File: config.mk
export PLATFORM = sky130hd
export DESIGN_NAME = dmem_responder_flat
export DESIGN_NICKNAME = d
export VERILOG_FILES = /design/src/rtl/dmem_if.sv /design/src/rtl/dmem_responder.sv /design/src/flat_wrapper.sv
export SDC_FILE = /design/constraint.sdc
export NUM_CORES = 2
export LEC_CHECK = 0
export CORE_AREA = 10 10 331 333
export DETAILED_ROUTE_END_ITERATION = 10
export DIE_AREA = 0 0 341 343
export GPL_ROUTABILITY_DRIVEN = 1
export PLACE_DENSITY = 0.64
export RECOVER_POWER = 50
export SLEW_MARGIN = 20
export SYNTH_ARGS = -nofsm -noshare
export SYNTH_HDL_FRONTEND = slang
export SYNTH_SLANG_ARGS = --single-unit
export TNS_END_PERCENT = 10
File: constraint.sdc
create_clock -name clk -period 3.8 [get_ports clk]
set_clock_uncertainty 0.1 [all_clocks]
set_input_delay 0.76 -clock clk [delete_from_list [all_inputs] [get_ports clk]]
set_output_delay 0.76 -clock clk [all_outputs]
set_load 0.01 [all_outputs]
File: src/rtl/dmem_if.sv
// Data-memory port bundle between the CPU MEM stage (master) and the memory responder (slave).
interface dmem_if;
  logic        req_valid;
  logic        req_ready;
  logic        req_we;
  logic [31:0] req_addr;
  logic [31:0] req_wdata;
  logic [3:0]  req_be;
  logic        rsp_valid;
  logic [31:0] rsp_rdata;
  logic        rsp_err;

  modport master (
    output req_valid, req_we, req_addr, req_wdata, req_be,
    input  req_ready, rsp_valid, rsp_rdata, rsp_err
  );

  modport slave (
    input  req_valid, req_we, req_addr, req_wdata, req_be,
    output req_ready, rsp_valid, rsp_rdata, rsp_err
  );
endinterface

File: src/rtl/dmem_responder.sv
// Fixed-latency data-memory responder: one load/store in flight, response pulse LATENCY cycles after accept.
// Optional byte-lane stores are enabled by defining DMEM_BYTE_STROBE_EN.
module dmem_responder #(
  parameter int BIT_WIDTH   = 32,
  parameter int ENTRY_COUNT = 32,
  parameter int LATENCY     = 2
) (
  input  logic   clk,
  input  logic   rst,
  dmem_if.slave  bus
);
  localparam int         IDX_W    = $clog2(ENTRY_COUNT);
  localparam logic [1:0] S_IDLE   = 2'd0;
  localparam logic [1:0] S_WAIT   = 2'd1;
  localparam logic [1:0] S_RESP   = 2'd2;
  localparam logic [3:0] CNT_INIT = 4'(LATENCY - 1);

  logic [1:0]           state, state_nxt;
  logic [3:0]           counter;
  logic                 lat_we;
  logic [31:0]          lat_addr, lat_wdata;
  logic [3:0]           lat_be;
  logic [BIT_WIDTH-1:0] mem [ENTRY_COUNT];

  logic                 accept, commit, addr_err;
  logic                 c_we;
  logic [31:0]          c_addr, c_wdata;
  logic [3:0]           c_be;
  logic [IDX_W-1:0]     idx;
  logic [BIT_WIDTH-1:0] wr_word;

  assign bus.req_ready = (state != S_WAIT);
  assign accept        = bus.req_valid & bus.req_ready;

  // With LATENCY==1 the commit edge is the accept edge, so the live request is committed directly.
  // NOTE: every always_comb output gets a default first so no path leaves it unassigned (no latch).
  always_comb begin
    c_we    = lat_we;
    c_addr  = lat_addr;
    c_wdata = lat_wdata;
    c_be    = lat_be;
    if (state != S_WAIT) begin
      c_we    = bus.req_we;
      c_addr  = bus.req_addr;
      c_wdata = bus.req_wdata;
      c_be    = bus.req_be;
    end
  end

  always_comb begin
    state_nxt = state;
    case (state)
      S_IDLE, S_RESP: begin
        if (accept) state_nxt = (LATENCY == 1) ? S_RESP : S_WAIT;
        else        state_nxt = S_IDLE;
      end
      S_WAIT:  if (counter == 4'd1) state_nxt = S_RESP;
      default: state_nxt = S_IDLE;
    endcase
  end

  assign commit   = (state_nxt == S_RESP);
  assign idx      = c_addr[IDX_W+1:2];
  assign addr_err = (c_addr[1:0] != 2'b00) || (c_addr >= 32'(4 * ENTRY_COUNT));

`ifdef DMEM_BYTE_STROBE_EN
  always_comb begin
    wr_word = mem[idx];
    for (int b = 0; b < 4; b++) begin
      if (c_be[b]) wr_word[8*b +: 8] = c_wdata[8*b +: 8];
    end
  end
`else
  logic unused_be;
  assign unused_be = ^c_be;
  assign wr_word   = c_wdata;
`endif

  // NOTE: sequential state uses non-blocking assignments so every flop samples pre-edge values.
  always_ff @(posedge clk or negedge rst) begin
    if (!rst) begin
      state     <= S_IDLE;
      counter   <= '0;
      lat_we    <= 1'b0;
      lat_addr  <= '0;
      lat_wdata <= '0;
      lat_be    <= '0;
    end else begin
      state <= state_nxt;
      if (accept) begin
        counter   <= CNT_INIT;
        lat_we    <= bus.req_we;
        lat_addr  <= bus.req_addr;
        lat_wdata <= bus.req_wdata;
        lat_be    <= bus.req_be;
      end else if (state == S_WAIT) begin
        counter <= counter - 4'd1;
      end
    end
  end

  // NOTE: storage is cleared by reset, so the array is built from flops rather than a RAM macro.
  always_ff @(posedge clk or negedge rst) begin
    if (!rst) begin
      for (int i = 0; i < ENTRY_COUNT; i++) mem[i] <= '0;
    end else if (commit && c_we && !addr_err) begin
      mem[idx] <= wr_word;
    end
  end

  // Response registers are loaded on the edge entering RESP and cleared on leaving it.
  always_ff @(posedge clk or negedge rst) begin
    if (!rst) begin
      bus.rsp_valid <= 1'b0;
      bus.rsp_rdata <= '0;
      bus.rsp_err   <= 1'b0;
    end else if (commit) begin
      bus.rsp_valid <= 1'b1;
      bus.rsp_err   <= addr_err;
      bus.rsp_rdata <= (!c_we && !addr_err) ? mem[idx] : '0;
    end else begin
      bus.rsp_valid <= 1'b0;
      bus.rsp_rdata <= '0;
      bus.rsp_err   <= 1'b0;
    end
  end
endmodule

File: src/flat_wrapper.sv
// flat-port wrapper written by rule: the top's interface ports become plain ports
module dmem_responder_flat 
#(
  parameter int BIT_WIDTH   = 32,
  parameter int ENTRY_COUNT = 32,
  parameter int LATENCY     = 2
)
  (clk, rst, bus_req_valid, bus_req_we, bus_req_addr, bus_req_wdata, bus_req_be, bus_req_ready, bus_rsp_valid, bus_rsp_rdata, bus_rsp_err);
  dmem_if bus_i ();
  input  logic clk;
  input  logic rst;
  input wire logic [$bits(bus_i.req_valid)-1:0] bus_req_valid;
  input wire logic [$bits(bus_i.req_we)-1:0] bus_req_we;
  input wire logic [$bits(bus_i.req_addr)-1:0] bus_req_addr;
  input wire logic [$bits(bus_i.req_wdata)-1:0] bus_req_wdata;
  input wire logic [$bits(bus_i.req_be)-1:0] bus_req_be;
  output wire logic [$bits(bus_i.req_ready)-1:0] bus_req_ready;
  output wire logic [$bits(bus_i.rsp_valid)-1:0] bus_rsp_valid;
  output wire logic [$bits(bus_i.rsp_rdata)-1:0] bus_rsp_rdata;
  output wire logic [$bits(bus_i.rsp_err)-1:0] bus_rsp_err;
  assign bus_i.req_valid = bus_req_valid;
  assign bus_i.req_we = bus_req_we;
  assign bus_i.req_addr = bus_req_addr;
  assign bus_i.req_wdata = bus_req_wdata;
  assign bus_i.req_be = bus_req_be;
  assign bus_req_ready = bus_i.req_ready;
  assign bus_rsp_valid = bus_i.rsp_valid;
  assign bus_rsp_rdata = bus_i.rsp_rdata;
  assign bus_rsp_err = bus_i.rsp_err;
  dmem_responder #(.BIT_WIDTH(BIT_WIDTH), .ENTRY_COUNT(ENTRY_COUNT), .LATENCY(LATENCY)) u_core (.clk(clk), .rst(rst), .bus(bus_i));
endmodule
After elaboration in Yosys (flattened, before gate mapping)
Index checks and enable logic that the tools add are counted.
{"block": "totals", "reg_bits": 1129, "latch_bits": 0, "ram_bits": 0, "rom_bits": 0, "input_bits": 72, "out_inout_bits": 35, "elab_cells": 80, "mem_count": 0}
{"block": "classes", "add_sub_neg": 1, "n_mul": 0, "div_mod_pow": 0, "magnitude_cmp": 3, "n_eq_ne": 5, "shifts": 0, "mux": 18, "bitwise_logic": 2, "reduce_logical": 11}
{"operator": "1024-bit bitwise mux", "n": 1}
{"operator": "32-bit 2-to-1 mux", "n": 7}
{"operator": "32-bit binary-select mux with 5-bit select", "n": 1}
{"operator": "32-bit demux with 5-bit select", "n": 1}
{"operator": "32-bit by 8-bit >= comparator with 1-bit output, second input constant", "n": 1}
{"operator": "4-bit 2-to-1 mux", "n": 2}
{"operator": "6-bit >= comparator, second input constant", "n": 1}
{"operator": "6-bit by 1-bit less-than comparator with 1-bit output, second input constant", "n": 1}
{"operator": "5-bit inverter with 6-bit output", "n": 1}
{"operator": "2-bit equality test, second input constant", "n": 2}
{"operator": "4-bit by 1-bit equality test with 1-bit output, second input constant", "n": 1}
{"operator": "1-bit logical AND", "n": 4}
{"operator": "1-bit 2-to-1 mux", "n": 4}
{"operator": "2-bit case mux with 2 select lines", "n": 1}
{"operator": "2-bit nonzero test", "n": 2}
{"operator": "4-bit by 1-bit subtractor with 4-bit output, second input constant", "n": 1}
{"operator": "2-bit by 1-bit equality test with 1-bit output, second input constant", "n": 1}
{"operator": "1-bit logical NOT", "n": 2}
{"operator": "2-bit logical NOT", "n": 1}
{"operator": "2-bit 2-to-1 mux", "n": 1}
{"operator": "2-bit by 1-bit != test with 1-bit output, second input constant", "n": 1}
{"operator": "2-bit OR reduction", "n": 1}
{"operator": "1-bit AND", "n": 1}
{"operator": "1-bit logical OR", "n": 1}

Depth between registers and ports, before layout
{"block": "logic_depth", "ltp_word": 8, "mapped_depth": 9, "depth_no_buf": 8}

Least setup slack after synthesis
OpenSTA, ideal clock, no wires.
{"block": "synth_timing", "path_kind": "reg2reg", "startpoint": "reg u_core.counter[1]", "endpoint": "reg u_core.mem[78] (netlist name)", "setup_time_ns": 0.132, "t_arrival_ns": 2.213, "required_ns": 3.568, "path_slack_ns": 1.354, "stages_incl_launch_ff": 10, "path_buffers": 1, "synth_period_minus_slack_ns": 2.446, "path_cell_list": "dfrtp_1 -> inv_1 -> ha_1 -> nor3b_1 -> nand3_1 -> nor4_4 -> nand2_2 -> clkbuf_1 -> nand2_1 -> o21ai_1"}
{"block": "synth_via", "elab_chain_len": 6}
{"item": "start: declaration", "line": "dmem_responder.sv:19", "text": "logic [3:0] counter;"}
{"item": "start signal: assignment", "line": "dmem_responder.sv:97", "text": "counter <= counter - 4'd1;"}
{"item": "4-bit by 1-bit equality test with 1-bit output", "line": "dmem_responder.sv:57", "text": "S_WAIT: if (counter == 4'd1) state_nxt = S_RESP;"}
{"item": "2-bit 2-to-1 mux", "line": "dmem_responder.sv:57"}
{"item": "2-bit case mux with 2 select lines", "line": "dmem_responder.sv:52", "text": "case (state)"}
{"item": "2-bit equality test", "line": "dmem_responder.sv:62", "text": "assign commit = (state_nxt == S_RESP);"}
{"item": "1-bit logical AND (2 in a row)", "line": "dmem_responder.sv:106", "text": "end else if (commit && c_we && !addr_err) begin"}
{"item": "end signal: indexed assignment", "line": "dmem_responder.sv:107", "text": "mem[idx] <= wr_word;"}
{"item": "end: declaration", "line": "dmem_responder.sv:23", "text": "logic [BIT_WIDTH-1:0] mem [ENTRY_COUNT];"}
Every way passes these cells.
A chain may end at the register's enable or synchronous reset.

Worst setup path in the final report
{"block": "layout_timing", "startpoint": "reg u_core.state[0]", "endpoint": "reg u_core.lat_wdata[17]"}
{"block": "layout_via", "elab_chain_len": 2}
{"item": "start: declaration", "line": "dmem_responder.sv:18", "text": "logic [1:0] state, state_nxt;"}
{"item": "start signal: assignment", "line": "dmem_responder.sv:89", "text": "state <= state_nxt;"}
{"item": "2-bit by 1-bit != test with 1-bit output", "line": "dmem_responder.sv:32", "text": "assign bus.req_ready = (state != S_WAIT);"}
{"item": "1-bit AND", "line": "dmem_responder.sv:33", "text": "assign accept = bus.req_valid & bus.req_ready;"}
{"item": "end signal: assignment", "line": "dmem_responder.sv:94", "text": "lat_wdata <= bus.req_wdata;"}
{"item": "end: declaration", "line": "dmem_responder.sv:21", "text": "logic [31:0] lat_addr, lat_wdata;"}
Every way passes these cells.

==> report_table.html <==
<table>
<tr><th>Metric</th><th>Value</th></tr>
<tr><th colspan="2">CTS</th></tr>
<tr><td>Root buf cell</td><td>clkbuf_16</td></tr>
<tr><td>Clk buf depth</td><td>3</td></tr>
<tr><td>CTS tree</td><td>done</td></tr>
<tr><td>Number of setup buffers added after CTS</td><td>0</td></tr>
<tr><td>H-tree depth</td><td>3</td></tr>
<tr><td>Clock-pin slew reported for the worst setup and hold paths after clock tree synthesis</td><td>60 ps</td></tr>
<tr><td>Number of buffers created by CTS</td><td>117</td></tr>
<tr><td>Clock latency on the worst-skew pair</td><td>710 ps</td></tr>
<tr><td>Number of sinks handled by clock tree synthesis</td><td>1,129</td></tr>
<tr><th colspan="2">Setup path</th></tr>
<tr><td>CP startpoint kind</td><td>flip-flop</td></tr>
<tr><td>Buffers &amp; Inverters on Critical Path</td><td>3</td></tr>
<tr><td>Register-to-register path setup slack</td><td>350 ps</td></tr>
<tr><td>Slowest stage delay, CP</td><td>1360 ps</td></tr>
<tr><td>Crit path required time</td><td>4280 ps</td></tr>
<tr><td>Number of cells on the worst reg-to-reg path</td><td>6</td></tr>
<tr><td>RR Startpoint</td><td>u_core.state[0]$_DFF_PN0_</td></tr>
<tr><td>Cell-by-cell listing of the critical path</td><td>nor2b_4, inv_1, buf_4, nand2_1, buf_12, mux2_2</td></tr>
<tr><td>Kind of critical path</td><td>reg -&gt; reg</td></tr>
<tr><td>Family of cells with the greatest summed delay on the critical path</td><td>simple AND/OR/NAND/NOR gates</td></tr>
<tr><td>Endpoint of the lowest-slack register-to-register path</td><td>u_core.lat_wdata[17]$_DFFE_PN0P_</td></tr>
<tr><td>Instance count on the critical path</td><td>6</td></tr>
<tr><td>Crit path capture type</td><td>flip-flop</td></tr>
<tr><td>CP max stage cell</td><td>nand2_1</td></tr>
<tr><td>Highest fanout seen on the critical path</td><td>39</td></tr>
<tr><td>Critical path arrival</td><td>3930 ps</td></tr>
<tr><th colspan="2">Floorplanning</th></tr>
<tr><td>Vertical extent of the die</td><td>343 µm</td></tr>
<tr><td>Ports</td><td>107</td></tr>
<tr><td>Placeable core area</td><td>0.103 mm²</td></tr>
<tr><td>Overall die width</td><td>341 µm</td></tr>
<tr><td>Total number of placement rows</td><td>118</td></tr>
<tr><td>Floorplan die area</td><td>0.117 mm²</td></tr>
<tr><td>Initial core utilization</td><td>44.7%</td></tr>
<tr><th colspan="2">Power and ir drop</th></tr>
<tr><td>P_leak</td><td>24.3 nW</td></tr>
<tr><td>Maximum VDD drop</td><td>0.579 mV</td></tr>
<tr><td>Post-layout total power</td><td>0.0348 W</td></tr>
<tr><td>Power Dens Cells</td><td>644 mW/mm²</td></tr>
<tr><th colspan="2">Finish</th></tr>
<tr><td>Final non-filler cell total</td><td>6,180</td></tr>
<tr><td>Area of all sequential standard cells</td><td>0.0283 mm²</td></tr>
<tr><td>Net total in the final layout</td><td>4,777</td></tr>
<tr><td>Layout cell share with drive strength beyond 1</td><td>11.8%</td></tr>
<tr><td>Post-route core utilization</td><td>52.4%</td></tr>
<tr><td>Fill cell count</td><td>9,150</td></tr>
<tr><td>Area growth from synthesis to layout</td><td>17.2%</td></tr>
<tr><td>Footprint of the multi-input gates</td><td>0.0162 mm²</td></tr>
<tr><th colspan="2">Synth</th></tr>
<tr><td>#FFs+latches synth</td><td>1,129</td></tr>
<tr><td>Post-Synthesis Net Count</td><td>4,763</td></tr>
<tr><td>Average footprint of a synthesized cell</td><td>9.81 µm²</td></tr>
<tr><td>Register area share after synthesis</td><td>61.4%</td></tr>
<tr><td>Count of distinct cell types in the synthesized netlist</td><td>29</td></tr>
<tr><td>Yosys warning count</td><td>0</td></tr>
<tr><td>Netlist area before placement</td><td>0.0460 mm²</td></tr>
<tr><td>Post-Syn Instances</td><td>4,689</td></tr>
<tr><th colspan="2">Drt</th></tr>
<tr><td>DR pass1 iterations</td><td>6</td></tr>
<tr><td>Via density per instance</td><td>5.79</td></tr>
<tr><td>Average detailed-routed wire length per instance</td><td>22.5 µm</td></tr>
<tr><td>DRC</td><td>0</td></tr>
<tr><td>Initial DRC count</td><td>3,662</td></tr>
<tr><td>Via count of the routed design</td><td>35,800</td></tr>
<tr><td>Final wirelength</td><td>139 mm</td></tr>
<tr><td>Number of routed nets with antenna violations</td><td>0</td></tr>
<tr><th colspan="2">STA</th></tr>
<tr><td>Shortest period the worst path allows</td><td>3450 ps</td></tr>
<tr><td>Final Hold Violating Endpoints</td><td>0</td></tr>
<tr><td>Highest clock frequency the design can meet</td><td>290 MHz</td></tr>
<tr><td>Final Slew Violations</td><td>93</td></tr>
<tr><td>Number of failing setup endpoints in the final timing report</td><td>0</td></tr>
<tr><td>Post-route fraction of the period consumed by the critical path</td><td>90.7%</td></tr>
<tr><td>Worst rel slew slack</td><td>-55.5%</td></tr>
<tr><td>Worst Max-Slew Pin Slew</td><td>2330 ps</td></tr>
<tr><td>Unrepaired setup endpoints after global routing</td><td>false</td></tr>
<tr><th colspan="2">Global routing</th></tr>
<tr><td>Global route hottest layer</td><td>met2</td></tr>
<tr><td>Initial antenna violation count</td><td>1</td></tr>
<tr><td>Met2 GRT Util</td><td>38.7%</td></tr>
<tr><td>Largest net degree at the start of global routing</td><td>103</td></tr>
<tr><td>Aggregate global routing overflow</td><td>0</td></tr>
<tr><td>First-pass GRT wire length</td><td>216 mm</td></tr>
<tr><td>Met3 track demand over resource</td><td>3.06%</td></tr>
<tr><td>Met1 usage</td><td>32.8%</td></tr>
<tr><td>Number of global-route vias before repair</td><td>35,400</td></tr>
<tr><td>Global router's overall resource usage</td><td>23.5%</td></tr>
<tr><th colspan="2">Placement</th></tr>
<tr><td>Quantity of I/O buffers inserted on ports</td><td>102</td></tr>
<tr><td>Half-perimeter wire length after placement</td><td>82.1 mm</td></tr>
<tr><td>Total instance count after detailed placement</td><td>5,962</td></tr>
<tr><td>Routability congestion estimate</td><td>0.784</td></tr>
<tr><th colspan="2">Run</th></tr>
<tr><td>Max-cap check violation count</td><td>2</td></tr>
<tr><th colspan="2">Min path</th></tr>
<tr><td>Worst Hold Path Cells</td><td>2</td></tr>
<tr><td>Min-delay src</td><td>u_core.mem[756]$_DFFE_PN0P_</td></tr>
<tr><td>Hold EP</td><td>u_core.mem[756]$_DFFE_PN0P_</td></tr>
<tr><td>Worst hold path type</td><td>reg -&gt; reg</td></tr>
<tr><th colspan="2">Run status</th></tr>
<tr><td>Violations in the final reports</td><td>capacitance limit, slew limit</td></tr>
<tr><td>Outcome</td><td>complete, but fails checks</td></tr>
</table>
## registers in the layout, indices dropped and copies added, names as in the netlist
register / cells
u_core.bus.rsp_err: 1
u_core.bus.rsp_valid: 1
u_core.lat_wdata: 32
u_core.counter: 4
u_core.state: 2
u_core.mem: 1024
u_core.lat_addr: 32
u_core.lat_we: 1
u_core.bus.rsp_rdata: 32
## layout make-up
class / instances / area share [%]
Timing Repair Buffer: 334 / 6.94
Inverter: 10 / 0.0696
Sequential cell: 1129 / 52.4
Clock buffer: 165 / 6.32
Tap cell: 1380 / 3.20
Clock inverter: 50 / 1.06
Multi-Input combinational cell: 3111 / 30.0
Antenna cell: 1 / 0.00464
## synthesized netlist by cell type, drive strengths merged
cell	n	area [µm²]
a21oi	1	5.00
a31oi	8	75.1
and4b	2	20.0
buf	209	1030
clkbuf	230	863
dfrtp	1129	28300
ha	2	25.0
inv	10	37.5
mux2	62	698
mux2i	33	330
nand2	1066	4080
nand3	35	175
nand4	33	206
nor2	16	70.1
nor2b	1	8.76
nor3	2	10.0
nor3b	1	7.51
nor4	10	123
nor4b	34	298
nor4bb	4	40.0
o21ai	1288	6450
o22ai	513	3210
## worst register-to-register path: stages (launching register included)
cell,delay [ps]
dfrtp_1,480
nor2b_4,270
inv_1,130
buf_4,220
nand2_1,1370
buf_12,340
mux2_2,440
## logic make-up (layout without fill, tap and decap cells)
group / after synthesis / after routing / synth area share (%)
and+or+nand+nor: 1204 / 1204 / 11.0
AOI/OAI and AO/OA: 1810 / 1810 / 21.2
other: 0 / 1 / 0
buffers and inverters: 449 / 559 / 4.20
DFF: 1129 / 1129 / 61.4
adders and majority gates: 2 / 2 / 0.0544
muxes: 95 / 95 / 2.24
## timing repair
item	in CTS	in global routing
hold endpoints to repair	13	0
resized for setup	0	0
hold buffers	1	0
## worst max path at each step
stage / to / start / slack, ps
floorplan: u_core.mem[78]$_DFFE_PN0P_ / u_core.counter[1]$_DFFE_PN0P_ / 1350
global placement: u_core.bus.rsp_rdata[6]$_DFF_PN0_ / bus_req_addr[3] / -20
detailed placement: u_core.bus.rsp_rdata[6]$_DFF_PN0_ / bus_req_addr[3] / 1
CTS: u_core.bus.rsp_rdata[6]$_DFF_PN0_ / u_core.state[0]$_DFF_PN0_ / 510
global route: u_core.lat_wdata[15]$_DFFE_PN0P_ / u_core.state[0]$_DFF_PN0_ / 180
finish: u_core.lat_wdata[17]$_DFFE_PN0P_ / u_core.state[0]$_DFF_PN0_ / 350
## cells in the final DEF (no fill, tap or decap), types with 3 or more instances in the layout
cell type,netlist,final
nor2_1,12,8
clkinv_2,0,26
nand4_1,33,33
clkbuf_16,0,120
nand2_1,1034,1033
nor4bb_1,4,4
a31oi_4,0,4
clkbuf_8,0,24
clkdlybuf4s50_1,0,101
mux2i_2,0,32
nor2_4,0,8
dfrtp_1,1129,1129
nor4_1,6,6
nor4b_1,34,34
inv_6,0,3
nor4_4,4,4
bufinv_16,0,11
o21ai_1,33,33
nand3_1,35,35
nand2_4,0,32
inv_1,9,10
o21ai_0,1255,1255
clkbuf_1,230,26
clkbuf_2,0,3
a31oi_1,4,4
buf_4,0,142
buf_12,0,80
mux2_2,62,62
o22ai_1,513,513
clkinvlp_4,0,7
## per-stage QoR
stage / hold WS, ps / cell area [µm²] / worst slack [ps] / TNS (ps)
2_1_floorplan: 350 / 46000 / 1350 / 0
3_3_place_gp: 361 / 50000 / -20.5 / -20.5
3_5_place_dp: 370 / 50000 / 1.00 / 0
4_1_cts: 383 / 54000 / 511 / 0
5_1_grt: 390 / 53900 / 178 / 0
6_report: 378 / 54000 / 352 / 0
## where the power goes
part | internal (W) | switching (W)
Combinational | 0.00363 | 0.00662
Sequential | 0.0124 | 0.000247
Clock | 0.00698 | 0.00488
## layer usage
metal / share of wire [%] / vias to the layer above
met5: 0 / -
met4: 2.1 / 0
met3: 5.9 / 206
met2: 48 / 1121
met1: 44 / 17900
li1: - / 16500
Power figures use the tool's default switching activity.
